--- src/rtl/display_window_fx.sv ---
`default_nettype none
// ============================================================================
// Module   : display_window_fx
// Brief    : Places a zoomed RAM image on the VGA raster with a frame-stepped
//            fade-in/fade-out and an optional 2-pixel border around it.
// Revision : 1.0  initial release
// ============================================================================
module display_window_fx #(
  parameter int         IMG_W      = 200,
  parameter int         IMG_H      = 150,
  parameter int         ADDR_W     = 15,
  parameter logic [7:0] SHOW_STATE = 8'h03
) (
  input  logic              clk,
  input  logic              rst_n,
  input  logic [11:0]       xpos,
  input  logic [11:0]       ypos,
  input  logic [7:0]        state,
  input  logic [9:0]        start_row,
  input  logic [9:0]        start_col,
  input  logic [1:0]        scale,
  input  logic              frame_sync,
  input  logic              border_en,
  input  logic [11:0]       border_color,
  output logic [ADDR_W-1:0] rd_addr,
  input  logic [11:0]       pixel_data,
  output logic              display_valid,
  output logic [11:0]       VGA_RGB,
  output logic              fade_busy
);

  localparam logic [1:0]  c_ST_IDLE     = 2'd0;
  localparam logic [1:0]  c_ST_FADE_IN  = 2'd1;
  localparam logic [1:0]  c_ST_SHOW     = 2'd2;
  localparam logic [1:0]  c_ST_FADE_OUT = 2'd3;
  localparam logic [4:0]  c_LVL_MAX     = 5'd16;
  localparam logic [12:0] c_IMG_W       = 13'(IMG_W);
  localparam logic [12:0] c_IMG_H       = 13'(IMG_H);

  // ---------------------------------------------------------------- stage 0
  logic [1:0]        w_sh;
  logic [12:0]       w_x, w_y, w_col0, w_row0, w_col1, w_row1, w_wd, w_hd;
  logic              w_in_x, w_in_y, w_near_x, w_near_y;
  logic              w_in_img, w_in_border, w_show;
  logic [11:0]       w_dx, w_dy, w_dx_s, w_dy_s;
  logic [ADDR_W-1:0] w_addr;

  assign w_sh   = (scale == 2'd0) ? 2'd0 : (scale == 2'd1) ? 2'd1 : 2'd2;

  // 13-bit coordinates so window edges past 4095 or below 0 never wrap
  assign w_x    = {1'b0, xpos};
  assign w_y    = {1'b0, ypos};
  assign w_col0 = {3'b000, start_col};
  assign w_row0 = {3'b000, start_row};
  assign w_wd   = c_IMG_W << w_sh;
  assign w_hd   = c_IMG_H << w_sh;
  assign w_col1 = w_col0 + w_wd;
  assign w_row1 = w_row0 + w_hd;

  assign w_in_x   = (w_x >= w_col0) && (w_x < w_col1);
  assign w_in_y   = (w_y >= w_row0) && (w_y < w_row1);
  assign w_near_x = (w_x + 13'd2 >= w_col0) && (w_x < w_col1 + 13'd2);
  assign w_near_y = (w_y + 13'd2 >= w_row0) && (w_y < w_row1 + 13'd2);

  assign w_in_img    = w_in_x && w_in_y;
  assign w_in_border = border_en && w_near_x && w_near_y && !w_in_img;
  assign w_show      = (state == SHOW_STATE);

  assign w_dx   = xpos - {2'b00, start_col};
  assign w_dy   = ypos - {2'b00, start_row};
  assign w_dx_s = w_dx >> w_sh;
  assign w_dy_s = w_dy >> w_sh;
  assign w_addr = ADDR_W'(w_dy_s) * ADDR_W'(IMG_W) + ADDR_W'(w_dx_s);

  // ---------------------------------------------- qualifier pipeline (2 deep)
  logic        r_img1, r_img2, r_brd1, r_brd2;
  logic [11:0] r_bcol1, r_bcol2;

  always_ff @(posedge clk) begin
    if (!rst_n) begin
      rd_addr <= '0;
      r_img1  <= 1'b0;
      r_img2  <= 1'b0;
      r_brd1  <= 1'b0;
      r_brd2  <= 1'b0;
      r_bcol1 <= 12'h000;
      r_bcol2 <= 12'h000;
    end else begin
      rd_addr <= w_in_img ? w_addr : '0;
      r_img1  <= w_in_img;
      r_brd1  <= w_in_border && w_show;
      r_bcol1 <= border_color;
      r_img2  <= r_img1;
      r_brd2  <= r_brd1;
      r_bcol2 <= r_bcol1;
    end
  end

  // ---------------------------------------------------------------- fade FSM
  logic [1:0] r_fsm, w_fsm_nx;
  logic [4:0] r_lvl, w_lvl_nx;

  // The state-driven transition is resolved first; a coincident frame_sync
  // then steps lvl according to the state just entered.
  always_comb begin
    w_fsm_nx = r_fsm;
    w_lvl_nx = r_lvl;
    case (r_fsm)
      c_ST_IDLE:     if (w_show)  w_fsm_nx = c_ST_FADE_IN;
      c_ST_FADE_IN:  if (!w_show) w_fsm_nx = c_ST_FADE_OUT;
      c_ST_SHOW:     if (!w_show) w_fsm_nx = c_ST_FADE_OUT;
      c_ST_FADE_OUT: if (w_show)  w_fsm_nx = c_ST_FADE_IN;
      default:                    w_fsm_nx = c_ST_IDLE;
    endcase
    if (w_fsm_nx == c_ST_FADE_IN) begin
      if (frame_sync && (r_lvl != c_LVL_MAX)) w_lvl_nx = r_lvl + 5'd1;
      if (w_lvl_nx == c_LVL_MAX)              w_fsm_nx = c_ST_SHOW;
    end else if (w_fsm_nx == c_ST_FADE_OUT) begin
      if (frame_sync && (r_lvl != 5'd0))      w_lvl_nx = r_lvl - 5'd1;
      if (w_lvl_nx == 5'd0)                   w_fsm_nx = c_ST_IDLE;
    end
  end

  always_ff @(posedge clk) begin
    if (!rst_n) begin
      r_fsm <= c_ST_IDLE;
      r_lvl <= 5'd0;
    end else begin
      r_fsm <= w_fsm_nx;
      r_lvl <= w_lvl_nx;
    end
  end

  // ------------------------------------------------------------------ output
  function automatic logic [3:0] fade_ch(input logic [3:0] c, input logic [4:0] l);
    logic [7:0] p;
    p = {4'b0000, c} * {3'b000, l};
    return 4'(p >> 4);
  endfunction

  logic        w_fsm_on;
  logic [11:0] w_faded;

  assign w_fsm_on = (r_fsm != c_ST_IDLE);
  assign w_faded  = {fade_ch(pixel_data[11:8], r_lvl),
                     fade_ch(pixel_data[7:4],  r_lvl),
                     fade_ch(pixel_data[3:0],  r_lvl)};

  // pixel_data arrives one cycle after rd_addr, aligned with stage-2 qualifiers
  always_comb begin
    VGA_RGB = 12'h000;
    if (r_img2 && w_fsm_on) VGA_RGB = w_faded;
    else if (r_brd2)        VGA_RGB = r_bcol2;
  end

  assign display_valid = r_img2 && w_fsm_on;
  assign fade_busy     = (r_fsm == c_ST_FADE_IN) || (r_fsm == c_ST_FADE_OUT);

endmodule
`default_nettype wire

--- config.mk ---
export PLATFORM = sky130hd
export DESIGN_NAME = display_window_fx
export DESIGN_NICKNAME = d
export VERILOG_FILES = /design/src/rtl/display_window_fx.sv
export SDC_FILE = /design/constraint.sdc
export NUM_CORES = 1
export LEC_CHECK = 0
export ABC_CLOCK_PERIOD_IN_PS = 6000
export BUFFER_PORTS_ARGS = -buffer_cell sky130_fd_sc_hd__buf_2
export CORE_MARGIN = 3
export CORE_UTILIZATION = 45
export CTS_CLUSTER_DIAMETER = 100
export DETAILED_ROUTE_END_ITERATION = 7
export HOLD_SLACK_MARGIN = 0.02
export PLACE_DENSITY = 0.64
export RECOVER_POWER = 100
export SLEW_MARGIN = 20
export SYNTH_ARGS = -nofsm -noshare
export SYNTH_HDL_FRONTEND = slang
export SYNTH_SLANG_ARGS = --single-unit
--- constraint.sdc ---
create_clock -name clk -period 6 [get_ports clk]
set_clock_uncertainty 0.1 [all_clocks]
set_input_delay 0.9 -clock clk [delete_from_list [all_inputs] [get_ports clk]]
set_output_delay 0.9 -clock clk [all_outputs]
set_load 0.005 [all_outputs]
==> results of run 1 <==
flip-flops by register name (all words and copies together) (netlist names):
register / cells
rd_addr: 15
r_bcol1: 12
r_bcol2: 12
r_lvl: 5
r_fsm: 2
r_brd1: 1
r_brd2: 1
r_img1: 1
r_img2: 1
cell type report:
class,instances,area [µm²]
Clock inverter,2,13.8
Multi-Input combinational cell,881,6800
Timing Repair Buffer,128,647
Fill cell,1814,8790
Sequential cell,50,1000
Tap cell,229,287
Clock buffer,5,125
Inverter,111,417
path summary, 6_finish.rpt:
| path | from | endpoint | slack, ps | depth (start not counted) |
|---|---|---|---|---|
| setup / recovery | ypos[4] | rd_addr[14] | 450 | 22 |
| setup reg to reg | r_lvl[2] | r_fsm[1] | 3090 | 9 |
| hold reg to reg | r_brd1 | r_brd2 | 330 | 1 |
| hold / removal | r_brd1 | r_brd2 | 330 | 1 |
power breakdown:
part / internal [µW] / total, µW / switching, µW / leakage (µW)
Combinational: 838 / 1880 / 1040 / 0.00411
Sequential: 372 / 403 / 31.2 / 0.000410
Clock: 153 / 275 / 122 / 0.0000701
kinds of logic after synthesis:
family | count (synthesis) | share of synthesized area (%)
multiplexers | 4 | 0.479
AND/OR/NAND/NOR | 348 | 20.9
flip-flops | 50 | 12.0
XOR/XNOR | 106 | 11.4
adder cells (fa/ha/maj) | 188 | 30.4
AO/OA/AOI/OAI | 233 | 18.4
buffers and inverters | 142 | 6.44
other | 1 | 0.0449
cell usage in the layout (no fill, tap or decap), drive strengths merged, types with 31 or more instances in the layout:
| cell | n |
|---|---|
| xnor2 | 73 |
| and2 | 51 |
| xor2 | 32 |
| nand2 | 87 |
| nor2 | 75 |
| buf | 102 |
| clkbuf | 31 |
| o21ai | 58 |
| ha | 162 |
| inv | 111 |
| dfxtp | 50 |
| a21oi | 70 |
| nand3 | 40 |
per-stage QoR:
step	util (%)	total power, µW	area [µm²]
2_1_floorplan	-	1890	8350
5_1_grt	51.4	2870	9290
3_3_place_gp	50.9	2280	9210
3_5_place_dp	50.9	2290	9210
4_1_cts	51.7	2580	9340
6_report	51.4	2550	9290
metal layers:
metal  share of wire, %  vias up  GRT usage, %  wire length (µm)
met2                 49      134          37.3             10100
li1                   -     3916             -                 -
met3                3.7       21          2.02               759
met4                1.4        2          3.94               282
met5              0.034        -             0                 7
met1                 46     3423          25.6              9350
timing repair:
action                     in CTS  in global routing
setup endpoints to repair       0                  1
gates resized for setup         0                  1
buffers inserted                0                  0
==> impl_results.md, run 1 <==
* Synth cell types at 79
* Die height at 142 µm
* YS warnings at 0
* Synth Flop Type: dfxtp_1
* CTS Hold Bufs at 0
* Post-Route WL at 20500 µm
* DR pass1 iterations at 5
* CTS max path bufs at 2
* Placed Cells at 1399
* Final #Nets at 1446
* CTS root buffer: clkbuf_16
* CTS tree: built
* Slew Limit Headroom at 9.55%
* FP Rows at 49
* Most common library cells after synthesis: 162 x ha_1, 109 x inv_1, 87 x nand2_1, 74 x nor2_1, 72 x xnor2_1
* First-pass GRT wire length at 34200 µm
* Unrepaired setup endpoints after global routing: no
* Yosys top cell by area: ha_1
* Most common cell in the synthesized netlist: ha_1
* CP endpoint kind: register
* Crit start category: primary input
* Part of the Yosys area used for sequential elements at 12.0%
* Clock buffer count from CTS at 5
* CP Class: in2reg
* Starting Density at 46.2%
* Number of global-route vias before repair at 7261
* Number of remaining DRC errors at 0
* Critical path's most frequent cell: ha_1
* Starting DRT DRC Count at 222
* Via count at 7496
* Worst path top cell family by delay: adder cells
* Clock Latency Late Sink at 290 ps
* Min-Delay Path Class: reg2reg
* GRT overflow at 0
* Minimum clock period at 5550 ps
* Port Buffers at 110
* Slowest CP cell: fa_1
* Cells along the critical path: buf_2, ha_1, and3_1, a221o_2, a2111oi_4, nor3_2, xnor2_2, a21oi_1, ha_1, ha_1, inv_1, fa_1, inv_1, ha_1, nor3_1, nor2_1, o41ai_1, xnor2_1, xnor2_1, xnor3_1, xor2_1, nor2_2
* H-tree depth at 2
* Number of synthesized flops with an enable pin at 0
* Vias per cell at 5.33
* Synth-to-Final Area Change at 11.3%
* Largest cells by area after synthesis: ha_1 24%, dfxtp_1 12%, xnor2_1 7.6%
* Routed wire length per instance at 14.5 µm
* Avg Cell Area, Syn at 7.79 µm²
* Synth top area share at 24.3%
* Pwr dens at 275 nW/µm²
* Fraction of layout cells with a size suffix above 1 at 11.0%
* Die Span X at 142 µm
* DP Worst Slack at 135 ps
* Final period util at 92.5%
* Clock slew at reported path FFs at 70 ps
* Hold WS at 326 ps
* Antenna cell count at 0
* Max_cap viols at 0
* RePlAce Congestion at 0.860
* Critical path arrival at 5630 ps
* Cell Count, Final, Fillers Out at 1406
* Clock Sinks at 50
* Post-synth ARST share at 0%
* Largest stage delay, worst path at 530 ps
* Synthesized area at 8350 µm²
* Status: complete, no violations
* #FFs+latches synth at 50
* Fmax at 180 MHz
* CP Data Required Time at 6070 ps
* Worst setup margin at 448 ps
* Final TNS setup at 0 ps
* Number of antenna violations at the first check in global routing at 1
* Slew Limit Fails at 0
* Largest net degree at the start of global routing at 44
* Antenna-violating nets left at 0
* Pleak at 0.00459 µW
* Total GRT Usage at 20.2%
* Worst VDD drop at 0.233 mV
* Buf/Inv on CP at 3
* Syn Inst Count at 1072
* Count of final setup violators at 0
* DIE AREA at 20200 µm²
* I/O pin count at 111
* Least-Margin Pin Slew at 1360 ps
* Core ar. at 18100 µm²
* Crit Path Max Fanout at 7
* DP HPWL at 17200 µm
* Hold Vio Cnt, Final at 0
No activity file was read; power rests on OpenSTA's default activity.
==> run 2, diff against run 1 <==
==> config.mk (replaced) <==
export PLATFORM = sky130hd
export DESIGN_NAME = display_window_fx
export DESIGN_NICKNAME = d
export VERILOG_FILES = /design/src/rtl/display_window_fx.sv
export SDC_FILE = /design/constraint.sdc
export NUM_CORES = 1
export LEC_CHECK = 0
export ABC_AREA = 1
export ABC_CLOCK_PERIOD_IN_PS = 6000
export BUFFER_PORTS_ARGS = -buffer_cell sky130_fd_sc_hd__buf_2
export CORE_MARGIN = 3
export CORE_UTILIZATION = 45
export CTS_CLUSTER_DIAMETER = 80
export DETAILED_ROUTE_END_ITERATION = 7
export HOLD_SLACK_MARGIN = 0.02
export PLACE_DENSITY = 0.63
export RECOVER_POWER = 100
export SLEW_MARGIN = 0
export SYNTH_ARGS = -nofsm -noshare
export SYNTH_HDL_FRONTEND = slang
export SYNTH_SLANG_ARGS = --single-unit
==> impl_results.md, run 2 <==
* Slew Limit Headroom at 8.49% (-1.1 points)
* Vias per cell at 5.01 (-6.1%)
* Port Buffers at 110 (unchanged)
* Min-Delay Path Class: reg2reg
* CTS Hold Bufs at 0 (unchanged)
* Hold_sp: r_img1
* Avg Cell Area, Syn at 6.56 µm² (-16%)
* Multi-input gate area at 6750 µm² (-0.74%)
* Register area at 1000 µm² (unchanged)
* Part of the Yosys area used for sequential elements at 11.2% (-0.76 points)
* Post-Route WL at 21800 µm (+6.5%)
* CTS max path bufs at 2 (unchanged)
* Least-Margin Pin Slew at 1370 ps (+15.8 ps)
* I/O pin count at 111 (unchanged)
* Antenna-violating nets left at 0 (unchanged)
* Critical path arrival at 5640 ps (about the same)
* First-pass GRT wire length at 37300 µm (+9.2%)
* CP endpoint kind: register
* Commonest non-fill, non-tap cell in the layout: nand2_1
* Synth cell types at 58 (-27%)
* Number of synthesized flops with an enable pin at 0 (unchanged)
* Via count at 8640 (+15%)
* Synth top area share at 22.7% (-1.5 points)
* Crit start category: primary input
* Starting Density at 46.7% (+0.54 points)
* FP Rows at 50 (+2.0%)
* CP startpoint: scale[1]
* DIE AREA at 21500 µm² (+6.5%)
* Met2 WL post-DR at 11100 µm (+10%)
* Wl on met1 at 9680 µm (+3.5%)
* Die Span X at 147 µm (+3.2%)
* Most common library cells after synthesis: 324 x nand2_1, 270 x inv_1, 162 x ha_1, 86 x nor2_1, 81 x nand3_1
* Hold Vio Cnt, Final at 0 (unchanged)
* CTS root buffer: clkbuf_16
* DR pass1 iterations at 5 (unchanged)
* Number of remaining DRC errors at 0 (unchanged)
* Core ar. at 19100 µm² (+5.5%)
* Total setup buffers inserted after CTS at 0 (unchanged)
* CTS tree: built
* Clock slew at reported path FFs at 80 ps (about the same)
* YS warnings at 0 (unchanged)
* Pwr dens at 295 nW/µm² (+7.3%)
* Max_cap viols at 0 (unchanged)
* Final TNS setup at 0 ps (unchanged)
* Uppermost layer routed: met4
* Antenna cell count at 0 (unchanged)
* #FFs+latches synth at 50 (unchanged)
* Fill cell count at 2044 (+13%)
* Fmax at 181 MHz (+0.51%)
* Unrepaired setup endpoints after global routing: no
* Synthesized area at 8910 µm² (+6.7%)
* Largest cells by area after synthesis: ha_1 23%, nand2_1 14%, inv_1 11%
* Hold WS at 302 ps (-24.4 ps)
* Largest register FFs at 15 (unchanged)
* Metal3 WL at 791 µm (+4.2%)
* DP HPWL at 18600 µm (+8.0%)
* RePlAce Congestion at 0.911 (+5.9%)
* Minimum clock period at 5520 ps (-28.0 ps)
* Worst VDD drop at 0.231 mV (-1.0%)
* Number of global-route vias before repair at 8223 (+13%)
* Routed wire length per instance at 12.6 µm (-13%)
* Clock Sinks at 50 (unchanged)
* Fraction of layout cells with a size suffix above 1 at 12.0% (+1.0 points)
* Pleak at 0.00573 µW (+25%)
* Final #Nets at 1734 (+20%)
* Total GRT Usage at 20.6% (+0.36 points)
* Most flops, register: rd_addr
* Final period util at 92.1% (-0.47 points)
* Top Registers: rd_addr (15), r_bcol1 (12), r_bcol2 (12)
* Yosys top cell by area: ha_1
* Slew Limit Fails at 0 (unchanged)
* Clock buffer count from CTS at 5 (unchanged)
* Crit Path Max Fanout at 15 (+8)
* Synth Flop Type: dfxtp_1
* Syn Inst Count at 1359 (+27%)
* Count of final setup violators at 0 (unchanged)
* H-tree depth at 2 (unchanged)
* Status: complete, no violations
* CP Data Required Time at 6120 ps (+50 ps)
* Clock Latency Late Sink at 300 ps (about the same)
* Largest net degree at the start of global routing at 34 (-23%)
* Starting DRT DRC Count at 329 (+48%)
* Die height at 147 µm (+3.2%)
* Synth-to-Final Area Change at 10.7%
* Commonest cells after routing, fill and taps aside: 324 x nand2_1, 271 x inv_1, 162 x ha_1, 87 x buf_2, 86 x nor2_1
* Most common cell in the synthesized netlist: nand2_1
* CP Class: in2reg
* Post-synth ARST share at 0% (unchanged)
* Reg2reg start: r_lvl[0]
* GRT overflow at 0 (unchanged)
* Number of antenna violations at the first check in global routing at 0 (-1)
[run 2: metal layers]
layer  vias to the layer above  GRT usage, %
li1                       4561             -
met1                      3921          25.5
met2                       141          38.7
met3                        17          2.44
met4                         0          3.29
met5                         -             0
[run 2: worst paths after layout]
check	slack, ps	cells past startpoint	end
hold / removal	300	2	r_img2
hold reg to reg	300	2	r_img2
setup reg to reg	3410	12	r_fsm[1]
setup / recovery	480	22	rd_addr[10]
[run 2: stage by stage]
stage / instances / power [µW] / util [%] / instance area (µm²) / setup WS (ps)
floorplan: 1360 / 2180 / - / 8920 / 654
global placement: 1718 / 2600 / 51.1 / 9750 / 244
detailed placement: 1718 / 2630 / 51.1 / 9750 / 145
CTS: 1726 / 2950 / 51.9 / 9900 / 470
global route: 1726 / 3310 / 51.7 / 9870 / 69.0
finish: 1726 / 2910 / 51.7 / 9870 / 476
[run 2: critical path, cell delays in order]
cell and delay (ps):
clkbuf_1 120, inv_6 150, nand2_4 140, inv_1 380, clkbuf_1 570, ha_1 350
nand3_1 60, nand2_1 80, a21oi_1 190, nor2_1 70, nor2_1 160, xor2_1 280
ha_1 300, nand2_1 90, inv_1 40, a221oi_1 280, a21oi_1 120, nor3_1 420
o21ai_2 150, nor2_4 220, inv_1 290, a21oi_1 230
[run 2: cell type report]
class / instances / area share [%]
inverter: 278 / 10.6
tap: 260 / 3.30
timing repair buffer: 118 / 5.96
sequential: 50 / 10.1
clock inverter: 3 / 0.266
multi-input combinational: 1012 / 68.4
clock buffer: 5 / 1.27
[run 2: report_power, final]
| part | switching [µW] | internal [µW] |
|---|---|---|
| logic | 1350 | 845 |
| registers | 43.9 | 374 |
| clock network | 140 | 159 |
| total | 1530 | 1380 |
[run 2: logic make-up after synthesis]
family | synth area share, %
adders and majority gates | 28.4
buffers and inverters | 12.9
AOI/OAI and AO/OA | 11.2
other | 0.0421
and+or+nand+nor | 29.7
DFF | 11.2
xor gates and xnor gates | 6.57
[run 2: what timing repair did]
action / CTS / global route
endpoints found under the hold margin: 0 / 0
setup endpoints to repair: 0 / 1
gates resized for setup: 0 / 3
==> run 3, diff against run 2 <==
--- a/config.mk
+++ b/config.mk
@@ -13,7 +13,7 @@
 export CTS_CLUSTER_DIAMETER = 80
 export DETAILED_ROUTE_END_ITERATION = 7
 export HOLD_SLACK_MARGIN = 0.02
-export PLACE_DENSITY = 0.63
+export PLACE_DENSITY_LB_ADDON = 0.1
 export RECOVER_POWER = 100
 export SLEW_MARGIN = 0
 export SYNTH_ARGS = -nofsm -noshare
==> impl_results.md, run 3 (synthesis results as in run 2) <==
* I/O pin count at 111 (unchanged)
* Cells along the critical path: buf_2, clkbuf_1, nor2_2, clkbuf_2, ha_1, fa_1, nand3_1, and2_1, xor2_1, ha_1, nand2_1, inv_1, a221oi_1, a21oi_1, nor3_1, o21ai_0, nor2_4, inv_1, a21oi_1
* Pwr dens at 296 nW/µm² (+0.30%)
* Number of global-route vias before repair at 8176 (-0.57%)
* Routed wire length per instance at 12.8 µm (+1.5%)
* H-tree depth at 2 (unchanged)
* Slew Limit Headroom at 9.22% (+0.73 points)
* Antenna-violating nets left at 0 (unchanged)
* Fraction of layout cells with a size suffix above 1 at 11.6% (-0.42 points)
* Commonest cells after routing, fill and taps aside: 324 x nand2_1, 271 x inv_1, 162 x ha_1, 86 x nor2_1, 85 x buf_2
* DR pass1 iterations at 5 (unchanged)
* Worst VDD drop at 0.231 mV (-0.13%)
* Largest net degree at the start of global routing at 34 (unchanged)
* Fmax at 176 MHz (-2.8%)
* DIE AREA at 21500 µm² (unchanged)
* CP Class: in2reg
* Starting Density at 46.7% (unchanged)
* RePlAce Congestion at 0.896 (-1.7%)
* First-pass GRT wire length at 37800 µm (+1.3%)
* Minimum clock period at 5680 ps (+158 ps)
* Via count at 8563 (-0.89%)
* Final period util at 94.7% (+2.6 points)
* DP Worst Slack at 205 ps (+59.9 ps)
* Clock slew at reported path FFs at 70 ps (about the same)
* Final #Nets at 1736 (+0.12%)
* CTS Hold Bufs at 0 (unchanged)
* Crit start category: primary input
* Top Registers: rd_addr (15), r_bcol1 (12), r_bcol2 (12)
* Commonest non-fill, non-tap cell in the layout: nand2_1
* Total setup buffers inserted after CTS at 0 (unchanged)
* Synth-to-Final Area Change at 10.5%
* Post-CTS resize count at 0 (unchanged)
* Antenna cell count at 0 (unchanged)
* Final Core Density at 51.6% (-0.11 points)
* CTS max path bufs at 2 (unchanged)
* Flop2flop setup slack at 3380 ps (-30 ps)
* DP Area at 9770 µm² (+0.15%)
* Total GRT Usage at 20.8% (+0.18 points)
* Clock Sinks at 50 (unchanged)
* Largest stage delay, worst path at 420 ps (-150 ps)
* Post-Route WL at 22100 µm (+1.6%)
* Hold Vio Cnt, Final at 0 (unchanged)
* CP Data Required Time at 6100 ps (-20 ps)
* Critical path arrival at 5780 ps (+140 ps)
* Final TNS setup at 0 ps (unchanged)
* Slew Limit Fails at 0 (unchanged)
* Buf/Inv on CP at 5 (-1)
* Slowest CP cell: nor3_1
* Status: complete, no violations
* Count of final setup violators at 0 (unchanged)
* DP HPWL at 19100 µm (+3.0%)
* Most flops, register: rd_addr
* Fill cell count at 2070 (+1.3%)
* CTS root buffer: clkbuf_16
* GRT overflow at 0 (unchanged)
* Min-Delay Path Class: reg2reg
* FP Rows at 50 (unchanged)
* Max_cap viols at 0 (unchanged)
* Worst setup margin at 318 ps (-158 ps)
* Clock buffer count from CTS at 5 (unchanged)
* Number of remaining DRC errors at 0 (unchanged)
* Largest register FFs at 15 (unchanged)
* Die height at 147 µm (unchanged)
* Number of antenna violations at the first check in global routing at 0 (unchanged)
* Placed Cells at 1720 (+0.12%)
* CP endpoint kind: register
* Vias per cell at 4.96 (-0.95%)
* Least-Margin Pin Slew at 1360 ps (-10.9 ps)
* Final standard cell area without fillers at 9850 µm² (-0.22%)
* Unrepaired setup endpoints after global routing: no
* Core ar. at 19100 µm² (unchanged)
* Port Buffers at 110 (unchanged)
* Die Span X at 147 µm (unchanged)
* Clock Latency Late Sink at 290 ps (about the same)
* CTS tree: built
* Crit Path Max Fanout at 19 (+4)
* Pleak at 0.00571 µW (-0.33%)
* Starting DRT DRC Count at 303 (-7.9%)
* Worst path top cell family by delay: buffers and inverters
* Cell Count, Final, Fillers Out at 1727 (+0.058%)
[run 3: cell types whose count changed in the layout (fill, tap and decap cells not counted), sizes merged]
cell / delta
clkbuf: +2
inv: -1
[run 3: final cells by class]
| cell class | instances | area [µm²] | area share, % |
|---|---|---|---|
| multi-input combinational | 1012 | 6740 | 68.4 |
| inverter | 278 | 1050 | 10.6 |
| sequential | 50 | 1000 | 10.2 |
| timing repair buffer | 120 | 596 | 6.05 |
| tap | 260 | 325 | 3.30 |
| clock buffer | 5 | 125 | 1.27 |
| clock inverter | 2 | 13.8 | 0.140 |
[run 3: worst register-to-register path, cell delays in order, from the launching register on]
cell and delay (ps):
dfxtp_1 640, inv_1 190, ha_1 240, inv_1 60
nor3_1 60, nand2_1 90, nand2_1 140, nor4_1 320
xor2_1 230, nor3_1 90, or2_1 210, a21oi_1 160
[run 3: power by group]
| part | leakage (µW) | switching, µW | internal (µW) |
|---|---|---|---|
| logic | 0.00523 | 1340 | 866 |
| clock network | 0.0000701 | 122 | 153 |
| registers | 0.000410 | 50.9 | 375 |
[run 3: per-stage QoR]
step | hold slack, ps | total power, µW
final | 314 | 2910
after global routing | 341 | 3310
after CTS | 318 | 2970
after detailed placement | 302 | 2680
after global placement | 301 | 2650
after floorplan | 290 | 2180
[run 3: routing by layer]
| layer | vias up | GRT usage, % | part of all wire [%] |
|---|---|---|---|
| li1 | 4568 | - | - |
| met1 | 3839 | 27.0 | 47 |
| met2 | 144 | 37.6 | 48 |
| met3 | 12 | 2.13 | 3.5 |
| met4 | 0 | 3.57 | 0.98 |
| met5 | - | 0 | 0 |
[run 3: final timing paths]
check                   from         end  cells after the start
hold reg to reg   r_bcol1[2]  r_bcol2[2]                      2
setup / recovery    scale[1]  rd_addr[9]                     19
setup reg to reg    r_lvl[0]    r_fsm[0]                     11
hold / removal    r_bcol1[2]  r_bcol2[2]                      2
